`src/rtl/eucl_fetch_if.sv`:
```
// Fetch <-> core bus for the eucl GCD core.
//   pm_cont : instruction word at the current PC (fetch -> core)
//   p_c     : current program counter          (fetch -> core)
//   core_en : core may commit state this cycle  (fetch -> core)
//   p_c_out : next PC computed by the core      (core  -> fetch)
interface eucl_fetch_if;
  logic [20:0] pm_cont;
  logic [3:0]  p_c;
  logic        core_en;
  logic [3:0]  p_c_out;

  modport master (output pm_cont, output p_c, output core_en, input p_c_out);
  modport slave  (input pm_cont, input p_c, input core_en, output p_c_out);
endinterface

```
`src/rtl/eucl_fetch.sv`:
```
// Instruction fetch / sequencing stage in front of the eucl GCD core.
// Holds a 16 x 21-bit program memory and the 4-bit PC; the core supplies
// the next PC, and this block decides whether the core may advance.
// Ports:
//   clock, reset_n            : rising-edge clock, async active-low reset
//   load_en/load_addr/load_data : program write port (IDLE/DONE only)
//   start                     : one-cycle pulse that begins a run
//   step_mode, step           : single-step control
//   core                      : fetch <-> core bus (pm_cont, p_c, core_en, p_c_out)
//   running, done, timeout    : run status
//   cycle_count               : enabled cycles of the current/last run
module eucl_fetch #(
  parameter logic [3:0]  START_ADDR = 4'h0,
  parameter logic [3:0]  HALT_ADDR  = 4'hF,
  parameter logic [15:0] MAX_CYCLES = 16'd1000
) (
  input  logic         clock,
  input  logic         reset_n,
  input  logic         load_en,
  input  logic [3:0]   load_addr,
  input  logic [20:0]  load_data,
  input  logic         start,
  input  logic         step_mode,
  input  logic         step,
  eucl_fetch_if.master core,
  output logic         running,
  output logic         done,
  output logic         timeout,
  output logic [15:0]  cycle_count
);

  typedef enum logic [1:0] {ST_IDLE, ST_RUN, ST_DONE} state_t;

  state_t      state_q, state_d;
  logic [20:0] mem [16];
  logic [3:0]  p_c_q;
  logic        core_en_w;
  logic        halt_hit;
  logic        budget_hit;
  logic        launch;

  // Program memory has no reset so a loaded program survives reset_n.
  always_ff @(posedge clock) begin
    if (load_en && (state_q != ST_RUN))
      mem[load_addr] <= load_data;
  end

  assign core.pm_cont = mem[p_c_q];
  assign core.p_c     = p_c_q;
  assign core.core_en = core_en_w;

  always_ff @(posedge clock or negedge reset_n) begin
    if (!reset_n) state_q <= ST_IDLE;
    else          state_q <= state_d;
  end

  always_comb begin
    state_d    = state_q;
    core_en_w  = 1'b0;
    running    = 1'b0;
    done       = 1'b0;
    halt_hit   = 1'b0;
    budget_hit = 1'b0;
    launch     = 1'b0;
    unique case (state_q)
      ST_IDLE: begin
        if (start) begin
          launch  = 1'b1;
          state_d = ST_RUN;
        end
      end
      ST_RUN: begin
        running   = 1'b1;
        core_en_w = !step_mode || step;
        if (core_en_w) begin
          halt_hit   = (core.p_c_out == HALT_ADDR);
          // Halt takes priority over the budget when both land on one edge.
          budget_hit = !halt_hit && (cycle_count == MAX_CYCLES - 16'd1);
          if (halt_hit || budget_hit) state_d = ST_DONE;
        end
      end
      ST_DONE: begin
        done = 1'b1;
        if (start) begin
          launch  = 1'b1;
          state_d = ST_RUN;
        end
      end
      default: state_d = ST_IDLE;
    endcase
  end

  always_ff @(posedge clock or negedge reset_n) begin
    if (!reset_n) begin
      p_c_q       <= '0;
      cycle_count <= '0;
      timeout     <= 1'b0;
    end else if (launch) begin
      p_c_q       <= START_ADDR;
      cycle_count <= '0;
      timeout     <= 1'b0;
    end else if (core_en_w) begin
      p_c_q <= core.p_c_out;
      if (cycle_count != '1) cycle_count <= cycle_count + 16'd1;
      if (budget_hit) timeout <= 1'b1;
    end
  end

endmodule

```
`src/flat_wrapper.sv`:
```
// flat-port wrapper written by rule: the top's interface ports become plain ports
module eucl_fetch_flat 
#(
  parameter logic [3:0]  START_ADDR = 4'h0,
  parameter logic [3:0]  HALT_ADDR  = 4'hF,
  parameter logic [15:0] MAX_CYCLES = 16'd1000
)
  (clock, reset_n, load_en, load_addr, load_data, start, step_mode, step, running, done, timeout, cycle_count, core_pm_cont, core_p_c, core_core_en, core_p_c_out);
  eucl_fetch_if core_i ();
  input  logic clock;
  input  logic reset_n;
  input  logic load_en;
  input  logic [3:0] load_addr;
  input  logic [20:0] load_data;
  input  logic start;
  input  logic step_mode;
  input  logic step;
  output logic running;
  output logic done;
  output logic timeout;
  output logic [15:0] cycle_count;
  output wire logic [$bits(core_i.pm_cont)-1:0] core_pm_cont;
  output wire logic [$bits(core_i.p_c)-1:0] core_p_c;
  output wire logic [$bits(core_i.core_en)-1:0] core_core_en;
  input wire logic [$bits(core_i.p_c_out)-1:0] core_p_c_out;
  assign core_pm_cont = core_i.pm_cont;
  assign core_p_c = core_i.p_c;
  assign core_core_en = core_i.core_en;
  assign core_i.p_c_out = core_p_c_out;
  eucl_fetch #(.START_ADDR(START_ADDR), .HALT_ADDR(HALT_ADDR), .MAX_CYCLES(MAX_CYCLES)) u_core (.clock(clock), .reset_n(reset_n), .load_en(load_en), .load_addr(load_addr), .load_data(load_data), .start(start), .step_mode(step_mode), .step(step), .core(core_i), .running(running), .done(done), .timeout(timeout), .cycle_count(cycle_count));
endmodule
```
`config.mk`:
```
export PLATFORM = sky130hd
export DESIGN_NAME = eucl_fetch_flat
export DESIGN_NICKNAME = d
export VERILOG_FILES = /design/src/rtl/eucl_fetch_if.sv /design/src/rtl/eucl_fetch.sv /design/src/flat_wrapper.sv
export SDC_FILE = /design/constraint.sdc
export NUM_CORES = 1
export LEC_CHECK = 0
export BUFFER_PORTS_ARGS = -buffer_cell sky130_fd_sc_hd__buf_2
export CORE_ASPECT_RATIO = 1.2
export CORE_UTILIZATION = 60
export DETAILED_ROUTE_END_ITERATION = 7
export PLACE_DENSITY_LB_ADDON = 0.25
export SLEW_MARGIN = 20
export SYNTH_ARGS = -nofsm -noshare
export SYNTH_HDL_FRONTEND = slang
export SYNTH_SLANG_ARGS = --single-unit
```
`constraint.sdc`:
```
create_clock -name clock -period 3.47 [get_ports clock]
set_clock_uncertainty 0.1 [all_clocks]
set_input_delay 0.694 -clock clock [delete_from_list [all_inputs] [get_ports clock]]
set_output_delay 0.694 -clock clock [all_outputs]
set_load 0.02 [all_outputs]
```
==> results.sh <==
export IMPL_status="complete, no violations"
export IMPL_drt_wl_total_um=29700
export IMPL_num_vias=6872
export IMPL_synth_cells=620
export IMPL_ios=80
export IMPL_path_max_fanout=11
export IMPL_hp_class="input port to asynchronous set/reset pin"
export IMPL_whs_ns=0.0482
export IMPL_area_growth_pct=15.9
export IMPL_yosys_register_bits=359
export IMPL_insertedDiodeCount=0
export IMPL_max_freq_mhz=296
export IMPL_wl_met3_um=2040
export IMPL_grt_start_max_net_pins=39
export IMPL_yosysTopAreaCell="edfxtp_1"
export IMPL_cp_end_kind="primary output"
export IMPL_vdd_ir_drop_max_mv=0.477
export IMPL_powerDensity_mw_per_mm2=737
export IMPL_tightest_slew_ns=0.633
export IMPL_top_layer="met4"
export IMPL_finalHoldViolCount=0
export IMPL_clockBufferDepth=3
export IMPL_cp_slowest_stage_delay_ns=0.60
export IMPL_path_clk_slew_ns=0.06
export IMPL_r2r_start="u_core.state_q[0]"
export IMPL_ys_flop_type="edfxtp_1"
export IMPL_cts_setup_buffers=2
export IMPL_drt_pass1_iter_count=5
export IMPL_setup_viol=0
export IMPL_yosysWarnings=0
export IMPL_clk_latency_ns=0.51
export IMPL_fin_nets=786
export IMPL_ant_nets=0
export IMPL_finalSetupTns_ns=0
export IMPL_cts_root_buf="clkbuf_16"
export IMPL_cts_num_sinks=359
export IMPL_period_needed_ns=3.38
export IMPL_cts_tree="yes"
export IMPL_synth_edf_count=336
export IMPL_crit_type="register to primary output"
export IMPL_place_congestion=0.871
export IMPL_route_detailed_drc=0
export IMPL_drive_gt1_frac=0.379
export IMPL_arrival_ns=2.59
export IMPL_drv_cap=0
export IMPL_cts_htree_levels=2
export IMPL_antenna_found_initial=2
export IMPL_fin_crit_sh=0.975
export IMPL_syn_avg_cell_area_um2=22.5
export IMPL_yosysSeqAreaShare=0.764
export IMPL_avgRoutedWirePerCell_um=27.4
export IMPL_portBuffers=79
export IMPL_track_usage=0.264
export IMPL_die_area_mm2=0.0239
export IMPL_synthDistinctLibCells=47
export IMPL_row_count=60
export IMPL_grt_overflow=0
export IMPL_synthArstFlopShare=0.0641
export IMPL_slew_violations=0
export IMPL_critPathLaunch="u_core.core.p_c[0]"
export IMPL_drt_first_iter_violations=617
export IMPL_syn_nets=656
export IMPL_dp_hpwl_um=17600
export IMPL_initial_utilization=0.618
export IMPL_cp_cell_sequence="buf_4 > mux4_1 > mux4_2 > buf_2"
export IMPL_post_cts_resize_count=0
export IMPL_grt_pass1_wl_um=44700
export IMPL_cts_buffers=35
export IMPL_final_util=0.716
export IMPL_cp_buffers_inverters=2
export IMPL_cp_start_kind="register"
export IMPL_coreArea_mm2=0.0226
export IMPL_cp_data_required_time_ns=2.68
export IMPL_crit_slowest_cell="mux4_1"
export IMPL_synth_top_area_frac=0.722
export IMPL_met2_wirelength_um=15800
export IMPL_cp_top_family="multiplexers"
export IMPL_netlist_area_mm2=0.0140
export IMPL_rsz0062_at_grt="false"
export IMPL_nFillCells=1323
export IMPL_slew_headroom=0.578
export IMPL_leakagePower_uw=0.00538
export IMPL_cts_hold_buf=0
export IMPL_wl_met1_um=10900
export IMPL_first_global_vias=7227
export IMPL_avgViaCountPerCell=6.34
export IMPL_fp_dieH_um=169
export IMPL_die_width_um=141
export IMPL_ys_top_cells_by_area="edfxtp_1 72%, mux4_2 17%, dfrtp_1 4.1%, nor2_1 0.64%, nand2_1 0.59%"
[stage by stage]
step                      cell area [um2]  instances  worst slack (ns)  power (uW)
final                               16200       1084            0.0874       11900
after CTS                           16200       1084            0.0654       12000
after floorplan                     14000        620             0.177        7370
after global placement              15000       1021             0.465        8230
after detailed placement            15000       1021             0.426        8310
after global routing                16200       1084           0.00830       12400
[logic make-up (layout without fill, tap and decap cells)]
| logic type | count (synthesis) | after routing | share of synthesized area |
|---|---|---|---|
| DFF | 359 | 359 | 0.764 |
| adders and majority gates | 1 | 1 | 0.000896 |
| xor gates and xnor gates | 5 | 5 | 0.00313 |
| buffers and inverters | 30 | 184 | 0.0134 |
| AOI/OAI and AO/OA | 27 | 27 | 0.0138 |
| muxes | 109 | 109 | 0.173 |
| and+or+nand+nor | 89 | 89 | 0.0325 |
[flip-flops by register name, indices dropped and copies added (netlist names)]
name and flops:
u_core.mem 336, u_core.cycle_count 16, u_core.core.p_c 4, u_core.state_q 2
u_core.timeout 1
[synth_stat cells, drive strengths merged, types with 3 or more instances]
master	number
nor2	24
clkbuf	12
nand3	4
a21oi	7
mux2i	4
nand4b	3
inv	3
and3	3
mux4	105
and2	3
nand2b	9
o21ai	3
nand4	8
xor2	4
nand2	22
a31oi	3
nor3	4
edfxtp	336
buf	14
dfrtp	23
[worst reg2reg max path, delay by kind of cell, from the launching register on]
kind                   cells  cell delay (ns)
buffers and inverters      2             0.35
flip-flops                 1             0.40
AND/OR/NAND/NOR            3             1.28
[area by class of cell]
class                           count  area [um2]  share of cell area
Sequential cell                   359       10700               0.659
Multi-Input combinational cell    231        3170               0.196
Clock buffer                       43         958              0.0592
Timing Repair Buffer              119         821              0.0507
Tap cell                          310         388              0.0240
Clock inverter                     18         166              0.0103
Inverter                            4        15.0            0.000928
[routing by layer]
layer / track usage / vias up
met5: 0 / -
met4: 0.105 / 0
met3: 0.0525 / 70
met2: 0.457 / 348
met1: 0.330 / 3562
li1: - / 2892
[layout by cell type, fill, tap and decap left out, drive strengths merged, types with 2 or more instances in the layout]
cell     count
clkbuf      43
mux4       105
and2         3
a21oi        7
bufinv       3
a31oi        3
nand2       22
nor3         4
nand4b       3
buf        119
a41oi        2
nor4         2
nand3        4
edfxtp     336
mux2i        4
and3         3
o41ai        2
or4          2
nor2        24
nor2b        2
inv          5
nand2b       9
clkinv      14
xor2         4
dfrtp       23
o2111ai      2
o21ai        3
o311ai       2
nand4        8
[where the power goes]
| group | switching, uW | internal [uW] | total (uW) |
|---|---|---|---|
| Combinational | 1580 | 1580 | 3160 |
| Sequential | 209 | 4850 | 5060 |
| Clock | 1520 | 2190 | 3710 |
[path summary, 6_finish.rpt]
| kind | endpoint | slack, ns | cells past startpoint |
|---|---|---|---|
| max | core_pm_cont[13] | 0.09 | 4 |
| min | u_core.cycle_count[7] | 0.05 | 1 |
| max reg2reg | u_core.mem[12][8] | 1.02 | 5 |
| min reg2reg | u_core.timeout | 0.42 | 2 |
| max in group asynchronous | u_core.core.p_c[0] | 2.84 | 1 |
| min in group clock | u_core.core.p_c[2] | 0.35 | 3 |
Power figures use the tool's default switching activity.
